**src/rtl/stopwatch_uart_formatter_pkg.sv**
```systemverilog
// Shared constants, state encoding and message length for the formatter.
// No ports; imported by the formatter top and its ASCII digit encoder.
package stopwatch_uart_formatter_pkg;

  localparam logic [7:0] ASCII_0     = 8'h30;
  localparam logic [7:0] ASCII_COLON = 8'h3A;
  localparam logic [7:0] ASCII_DOT   = 8'h2E;
  localparam logic [7:0] ASCII_CR    = 8'h0D;
  localparam logic [7:0] ASCII_LF    = 8'h0A;
  localparam logic [7:0] ASCII_QMARK = 8'h3F;

  typedef enum logic [1:0] {
    IDLE,
    SEND,
    DONE
  } state_t;

  function automatic logic [3:0] msg_len(input bit newline_en);
    return newline_en ? 4'd9 : 4'd7;
  endfunction

endpackage

```
**src/rtl/stopwatch_uart_formatter_bcd_to_ascii.sv**
```systemverilog
// BCD nibble to ASCII digit; non-BCD nibbles become '?'.
// Ports: bcd (4-bit in), ascii (8-bit out). Purely combinational.
module bcd_to_ascii
  import stopwatch_uart_formatter_pkg::*;
(
  input  logic [3:0] bcd,
  output logic [7:0] ascii
);

  assign ascii = (bcd > 4'd9) ? ASCII_QMARK
                              : ASCII_0 + {4'h0, bcd};

endmodule

```
**src/rtl/stopwatch_uart_formatter.sv**
```systemverilog
// Snapshots stopwatch digits on send and writes "MM:SS.T"[CR LF] to a UART TX FIFO.
// Ports: clk, reset, send, 5 BCD digits, tx_full in; wr_uart, wr_data, busy, done_tick out.
module stopwatch_uart_formatter
  import stopwatch_uart_formatter_pkg::*;
#(
  parameter int NEWLINE_EN = 1,
  parameter int DATA_WIDTH = 8
) (
  input  logic                  clk,
  input  logic                  reset,
  input  logic                  send,
  input  logic [3:0]            min_d1,
  input  logic [3:0]            min_d0,
  input  logic [3:0]            sec_d1,
  input  logic [3:0]            sec_d0,
  input  logic [3:0]            tenth_d,
  input  logic                  tx_full,
  output logic                  wr_uart,
  output logic [DATA_WIDTH-1:0] wr_data,
  output logic                  busy,
  output logic                  done_tick
);

  localparam logic [3:0] LAST = msg_len(NEWLINE_EN != 0) - 4'd1;

  state_t     state, state_nxt;
  logic [3:0] idx, idx_nxt;
  logic [3:0] s_md1, s_md0, s_sd1, s_sd0, s_td;
  logic [3:0] digit;
  logic [7:0] digit_ascii;
  logic [7:0] byte_sel;

  always_ff @(posedge clk) begin
    if (reset) begin
      state <= IDLE;
      idx   <= 4'd0;
      s_md1 <= 4'd0;
      s_md0 <= 4'd0;
      s_sd1 <= 4'd0;
      s_sd0 <= 4'd0;
      s_td  <= 4'd0;
    end else begin
      state <= state_nxt;
      idx   <= idx_nxt;
      if (state == IDLE && send) begin
        s_md1 <= min_d1;
        s_md0 <= min_d0;
        s_sd1 <= sec_d1;
        s_sd0 <= sec_d0;
        s_td  <= tenth_d;
      end
    end
  end

  // wr_uart is qualified combinationally by tx_full so the FIFO
  // accepts the byte in the same cycle it is presented.
  always_comb begin
    state_nxt = state;
    idx_nxt   = idx;
    wr_uart   = 1'b0;
    done_tick = 1'b0;
    unique case (state)
      IDLE: begin
        if (send) begin
          state_nxt = SEND;
          idx_nxt   = 4'd0;
        end
      end
      SEND: begin
        wr_uart = ~tx_full;
        if (!tx_full) begin
          if (idx == LAST) state_nxt = DONE;
          else             idx_nxt   = idx + 4'd1;
        end
      end
      DONE: begin
        done_tick = 1'b1;
        state_nxt = IDLE;
      end
      default: state_nxt = IDLE;
    endcase
  end

  assign busy = (state != IDLE);

  always_comb begin
    digit = 4'd0;
    case (idx)
      4'd0:    digit = s_md1;
      4'd1:    digit = s_md0;
      4'd3:    digit = s_sd1;
      4'd4:    digit = s_sd0;
      4'd6:    digit = s_td;
      default: digit = 4'd0;
    endcase
  end

  bcd_to_ascii u_bcd (
    .bcd   (digit),
    .ascii (digit_ascii)
  );

  always_comb begin
    byte_sel = 8'h00;
    if (state == SEND) begin
      case (idx)
        4'd2:    byte_sel = ASCII_COLON;
        4'd5:    byte_sel = ASCII_DOT;
        4'd7:    byte_sel = ASCII_CR;
        4'd8:    byte_sel = ASCII_LF;
        4'd0, 4'd1, 4'd3, 4'd4, 4'd6:
                 byte_sel = digit_ascii;
        default: byte_sel = 8'h00;
      endcase
    end
  end

  assign wr_data = DATA_WIDTH'(byte_sel);

endmodule

```
**config.mk**
```make
export PLATFORM = sky130hd
export DESIGN_NAME = stopwatch_uart_formatter
export DESIGN_NICKNAME = d
export VERILOG_FILES = /design/src/rtl/stopwatch_uart_formatter_pkg.sv /design/src/rtl/stopwatch_uart_formatter_bcd_to_ascii.sv /design/src/rtl/stopwatch_uart_formatter.sv
export SDC_FILE = /design/constraint.sdc
export NUM_CORES = 1
export LEC_CHECK = 0
export ABC_AREA = 1
export CORE_MARGIN = 2
export CORE_UTILIZATION = 50
export DETAILED_ROUTE_END_ITERATION = 8
export DONT_BUFFER_PORTS = 1
export SLEW_MARGIN = 40
export SYNTH_ARGS = -nofsm -noshare
export SYNTH_HDL_FRONTEND = slang
export SYNTH_SLANG_ARGS = --single-unit
```
**constraint.sdc**
```tcl
create_clock -name clk -period 3.8 [get_ports clk]
set_input_delay 0.76 -clock clk [delete_from_list [all_inputs] [get_ports clk]]
set_output_delay 0.76 -clock clk [all_outputs]
set_load 0.1 [all_outputs]
```
==> metrics.md, run 1 <==
| Metric | Value |
|---|---|
| Share of cells above drive strength 1 | 16.8% |
| #FFs+latches synth | 26 |
| CTS Root Cell | clkbuf_4 |
| Switching power | 0.242 mW |
| Compound-Gate Fraction of Synth Area | 13.5% |
| Num CTS Buffers | 3 |
| R2R Path Start | state[1]$_SDFFE_PP0P_ |
| Hold EP | idx[1]$_SDFFE_PP0P_ |
| GRT Overall Usage | 20.1% |
| Final setup vio count | 0 |
| Final wirelength | 3050 um |
| Die height | 58.0 um |
| Mapped Area | 0.00146 mm^2 |
| CTS sink cnt | 26 |
| Routability Congestion | 0.817 |
| Skew-Pair Late Insertion Delay | 0.32 ns |
| Yosys warnings | 0 |
| R2R Path End | idx[3]$_SDFFE_PP0P_ |
| Number of global-route vias before repair | 1269 |
| Chip Width | 58.0 um |
| DR vias | 1316 |
| Rel. slew slack | 43.0% |
| Largest family of logic cells by synthesized area | simple AND/OR/NAND/NOR gates |
| Initial Util | 52.9% |
| Mapped Avg Cell Area | 6.79 um^2 |
| Crit Path Max Fanout | 9 |
| Hold path startpoint | reset |
| Met3 usage | 4.24% |
| CP Cell Sequence | inv_1 -> ha_1 -> o21ai_0 -> nand2_1 -> nor2_2 -> inv_1 -> a21oi_2 -> a21oi_2 -> buf_4 |
| Hold crit path type | primary input to flip-flop |
| Synth Area in Simple Gates | 36.4% |
| CP max-delay cell | dfxtp_1 |
| Die ar. | 0.00337 mm^2 |
| Routing usage on met1 | 23.7% |
| Busiest grt layer | met2 |
| FMAX | 335 MHz |
| Core Region | 0.00276 mm^2 |
| Clock power share | 22.0% |
| Commonest non-fill, non-tap cell in the layout | nor2_1 |
| Max-slew violation count | 0 |
| Initial antenna violation count | 0 |
| Reg2reg path depth | 8 |
| Post-synthesis sequential area ratio | 35.7% |
| Avg WL per Cell | 12.4 um |
| Count of cell types in the netlist | 26 |
| Combinational share of power | 29.4% |
| Met2 usage | 36.4% |
| RSZ-0062 raised after global routing | false |
| Critical Path RT | 3.04 ns |
| Final worst-path cycle share | 78.5% |
| Vias/cell | 5.37 |
| Synth Area in XOR/XNOR | 0% |
| Reg power frac | 48.6% |
| Post-Layout Cell Count | 245 |
| Hold path depth | 1 |
| Cell internal pwr | 0.400 mW |
| CTS tree | yes |
| Layout area overhead | 5.83% |
| First drt pass iteration count | 4 |
| Final Hold Viols | 0 |
| Syn Inst Count | 215 |
| Post-DP HPWL | 2430 um |
| Fin crit period | 2.98 ns |
| Drt drc | 0 |
| WP data arrival | 2.22 ns |
| Nature of the critical path startpoint | flip-flop |
| Kind of critical path | flip-flop to output port |
| Status | finished, final reports clean |
| First-pass GRT wire length | 5310 um |
| Pwr dens | 415 mW/mm^2 |
| ANT cells | 0 |
| Antenna Violating Nets Remaining | 0 |
| Peak supply drop | 0.000305 V |
| Worst path top cell family by delay | buffers and inverters |
| Crit path launch | idx[0]$_SDFFE_PP0P_ |
| Synth Area in Adders | 4.29% |
| Setup Buffers After CTS | 0 |
| Crit. End Element | output port |
| Total power | 0.641 mW |
| Worst path max stage delay | 0.41 ns |
| Clk buf depth | 2 |
| Cts hold-fix bufs | 0 |
| Slew @ Worst Pin | 0.854 ns |
| Largest net degree at the start of global routing | 23 |
| Overflow after GRT | 0 |
| H-tree depth | 1 |
| Final setup skew | 0.00183 ns |
| Clk pin slew, worst setup/hold paths | 0.14 ns |
| 1st-iter DRT viols | 36 |
| Fill count | 278 |
| Leakage Power | 0.656 nW |
| Number of max-cap violations | 0 |
| Mux contribution to synthesized area | 0% |
| Sw frac | 37.7% |
| PortBufs | 0 |
| Inst Count DP | 241 |
| Reg2Reg Setup Slack | 2.08 ns |
| Post-cts sizing count | 0 |
| TNS Setup | 0 ns |
| Commonest cells after routing, fill and taps aside | 57 x nor2_1, 26 x dfxtp_1, 25 x o21ai_0 |
| Critical path buffers and inverters | 3 |
| Ports | 35 |
| Nets | 244 |
| Row count | 19 |
## routing by layer
metal	vias to the layer above	wire (um)
li1	693	-
met1	585	1310
met2	32	1520
met3	6	164
met4	0	52
met5	-	0
## logic make-up after synthesis
logic type,count (synthesis)
adders and majority gates,5
DFF,26
buffers and inverters,30
and+or+nand+nor,116
AOI/OAI and AO/OA,37
other,1
## cells in the mapped netlist
library cell | n | share of area, %
nor2_1 | 60 | 15
dfxtp_1 | 26 | 36
o21ai_0 | 25 | 8.6
nand3_1 | 19 | 6.5
nand2_1 | 16 | 4.1
inv_1 | 13 | 3.3
a21oi_1 | 8 | 2.7
nand4_1 | 8 | 3.4
clkbuf_1 | 7 | 1.8
ha_1 | 5 | 4.3
buf_6 | 3 | 2.3
inv_2 | 3 | 0.77
nand2_2 | 3 | 1.3
nor2_2 | 3 | 1.3
a21oi_2 | 2 | 1.2
buf_2 | 2 | 0.69
buf_4 | 2 | 1.0
nor2_4 | 2 | 1.5
conb_1 | 1 | 0.26
nand2_4 | 1 | 0.77
nand3b_1 | 1 | 0.51
nor3_1 | 1 | 0.34
nor3_2 | 1 | 0.69
nor4_1 | 1 | 0.43
o21ai_1 | 1 | 0.34
o21ai_2 | 1 | 0.60
## layout make-up
class / instances / area (um^2) / share of cell area (%)
Clock buffer: 4 / 36.3 / 2.35
Inverter: 16 / 60.1 / 3.89
Multi-Input combinational cell: 160 / 828 / 53.6
Sequential cell: 26 / 520 / 33.7
Tap cell: 31 / 38.8 / 2.51
Timing Repair Buffer: 8 / 60.1 / 3.89
## worst register-to-register path, cell delays in order (launching register included)
cell	delay (ns)
dfxtp_1	0.34
inv_1	0.15
nand2_1	0.33
o21ai_0	0.37
nand2_2	0.13
inv_2	0.10
nand2_2	0.06
o21ai_1	0.12
nor2_1	0.05
## how the worst max path moves through the flow
stage	to	slack, ns	depth (start not counted)
6_report	wr_data[5]	0.82	9
5_1_grt	wr_data[5]	0.59	9
4_1_cts	wr_data[5]	0.81	9
3_5_place_dp	wr_data[5]	1.18	9
3_3_place_gp	wr_data[5]	1.23	9
2_1_floorplan	wr_data[0]	0.33	9
## power groups by stage
stage / clock, mW / sequential, mW / combinational, mW
global placement: 0 / 0.317 / 0.186
CTS: 0.143 / 0.312 / 0.190
floorplan: 0 / 0.312 / 0.158
detailed placement: 0 / 0.318 / 0.190
finish: 0.141 / 0.312 / 0.189
global route: 0.161 / 0.315 / 0.209
## registers in the layout (all words and copies together), names as in the netlist
register	cells
idx	4
s_md0	4
s_md1	4
s_sd0	4
s_sd1	4
s_td	4
state	2
## per-stage QoR
step	setup WS, ns	util (%)	instance area (um^2)	hold slack [ns]
2_1_floorplan	0.327	-	1460	0.455
3_3_place_gp	1.23	54.5	1500	0.470
3_5_place_dp	1.18	54.7	1510	0.487
4_1_cts	0.807	56.0	1540	0.478
5_1_grt	0.589	56.0	1540	0.457
6_report	0.819	56.0	1540	0.483
Note: power is estimated with default switching activity, not from simulation.
==> run 2, diff against run 1 <==
PLACE_DENSITY = 0.68   (was not set)
clock period = 2.4 ns   (was 3.8 ns; I/O delays follow)
==> metrics.md, run 2 (same netlist as run 1, synthesis figures left out) <==
| Metric | Value |
|---|---|
| Share of cells above drive strength 1 | 29.9% |
| Num CTS Buffers | 3 |
| Leakage Power | 0.745 nW |
| Hold crit path type | primary input to flip-flop |
| Nets | 254 |
| Clk buf depth | 2 |
| Final worst-path cycle share | 101% |
| Drt drc | 0 |
| Routing usage on met1 | 26.7% |
| Number of max-cap violations | 0 |
| Row count | 19 |
| TNS Setup | -0.0397 ns |
| Placed inst area | 0.00163 mm^2 |
| WP data arrival | 1.94 ns |
| Commonest non-fill, non-tap cell in the layout | nor2_1 |
| H-tree depth | 1 |
| Commonest cells after routing, fill and taps aside | 50 x nor2_1, 24 x o21ai_0, 23 x dfxtp_1 |
| Layout area overhead | 25.8% |
| Post-DP HPWL | 2440 um |
| Busiest grt layer | met2 |
| Pwr dens | 602 mW/mm^2 |
| Core Region | 0.00276 mm^2 |
| Rel. slew slack | 49.7% |
| Inst Count DP | 245 |
| Overflow after GRT | 0 |
| CTS tree | yes |
| CTS sink cnt | 26 |
| GRT Overall Usage | 21.4% |
| Setup ws final | -0.0217 ns |
| Die height | 58.0 um |
| Post-Layout Cell Count | 255 |
| Met2 usage | 37.7% |
| Initial antenna violation count | 0 |
| Routability Congestion | 0.823 |
| CTS Root Cell | clkbuf_4 |
| Initial Util | 52.9% |
| First drt pass iteration count | 4 |
| Chip Width | 58.0 um |
| PortBufs | 0 |
| Largest net degree at the start of global routing | 23 |
| Peak supply drop | 0.000443 V |
| First-pass GRT wire length | 5660 um |
| Crit Path Max Fanout | 7 |
| Fin crit period | 2.42 ns |
| Crit. End Element | output port |
| Skew-Pair Late Insertion Delay | 0.33 ns |
| Critical Path RT | 1.92 ns |
| Clk pin slew, worst setup/hold paths | 0.14 ns |
| ANT cells | 0 |
| FMAX | 413 MHz |
| Final setup skew | 0.00456 ns |
| Final wirelength | 3470 um |
| Number of global-route vias before repair | 1312 |
| Final Hold Viols | 0 |
| Slew @ Worst Pin | 0.753 ns |
| Nature of the critical path startpoint | flip-flop |
| Max-slew violation count | 0 |
| Status | finished, violations left |
| Final setup vio count | 3 |
| Avg WL per Cell | 13.6 um |
| DR vias | 1401 |
| Ports | 35 |
| Met3 usage | 3.13% |
| Die ar. | 0.00337 mm^2 |
| Antenna Violating Nets Remaining | 0 |
| 1st-iter DRT viols | 70 |
| RSZ-0062 raised after global routing | true |
| Violated checks | negative setup slack |
| Final instance area | 0.00184 mm^2 |
| Vias/cell | 5.49 |
| Kind of critical path | flip-flop to output port |
[run 2: cell type report]
| type | count | area (um^2) |
|---|---|---|
| fillers | 229 | 922 |
| repair buffers | 18 | 214 |
| flip-flops and latches | 26 | 529 |
| inverters | 16 | 67.6 |
| clock buffers | 4 | 36.3 |
| well taps | 31 | 38.8 |
| multi-input cells | 160 | 950 |
[run 2: path summary, 6_finish.rpt]
check	start	to	slack, ns	depth (start not counted)
max reg2reg	state[1]$_SDFFE_PP0P_	idx[3]$_SDFFE_PP0P_	0.56	8
max	idx[1]$_SDFFE_PP0P_	wr_data[5]	-0.02	9
min	reset	idx[1]$_SDFFE_PP0P_	0.19	1
min reg2reg	s_td[2]$_SDFFE_PP0P_	s_td[2]$_SDFFE_PP0P_	0.51	2
[run 2: routing by layer]
layer  vias to the layer above  part of all wire (%)
li1                        715                     -
met1                       633                    41
met2                        46                    51
met3                         7                   5.9
met4                         0                   1.5
met5                         -                     0
[run 2: report_power, final]
part	switching, mW	internal, mW	total (mW)
registers	0.0280	0.469	0.497
clock network	0.134	0.0929	0.227
logic	0.260	0.121	0.380
total	0.422	0.683	1.10
[run 2: what timing repair did]
| item | 4_1_cts | 5_1_grt |
|---|---|---|
| setup endpoints to repair | 6 | 6 |
| hold buffers | 0 | 0 |
| pin swaps | 6 | 9 |
| hold endpoints to repair | 0 | 0 |
| buffers inserted | 1 | 5 |
| gates resized for setup | 27 | 10 |
[run 2: worst max-delay path, cell delays in order (launching register included)]
cell and delay [ns]:
dfxtp_4 0.39, buf_4 0.14, ha_4 0.18, nand2_1 0.10, nand2_2 0.08, nor2_4 0.18, inv_2 0.07, a21oi_4 0.19
a21oi_4 0.08, buf_12 0.20
[run 2: per-stage QoR]
step / power [mW] / util (%) / setup WS [ns] / hold WS, ns
after floorplan: 0.759 / - / -0.192 / 0.455
after global placement: 0.829 / 59.0 / 0.180 / 0.473
after detailed placement: 0.838 / 59.0 / 0.0803 / 0.484
after CTS: 1.09 / 64.3 / 0.00179 / 0.193
after global routing: 1.16 / 66.6 / -0.113 / 0.178
final: 1.10 / 66.6 / -0.0217 / 0.193
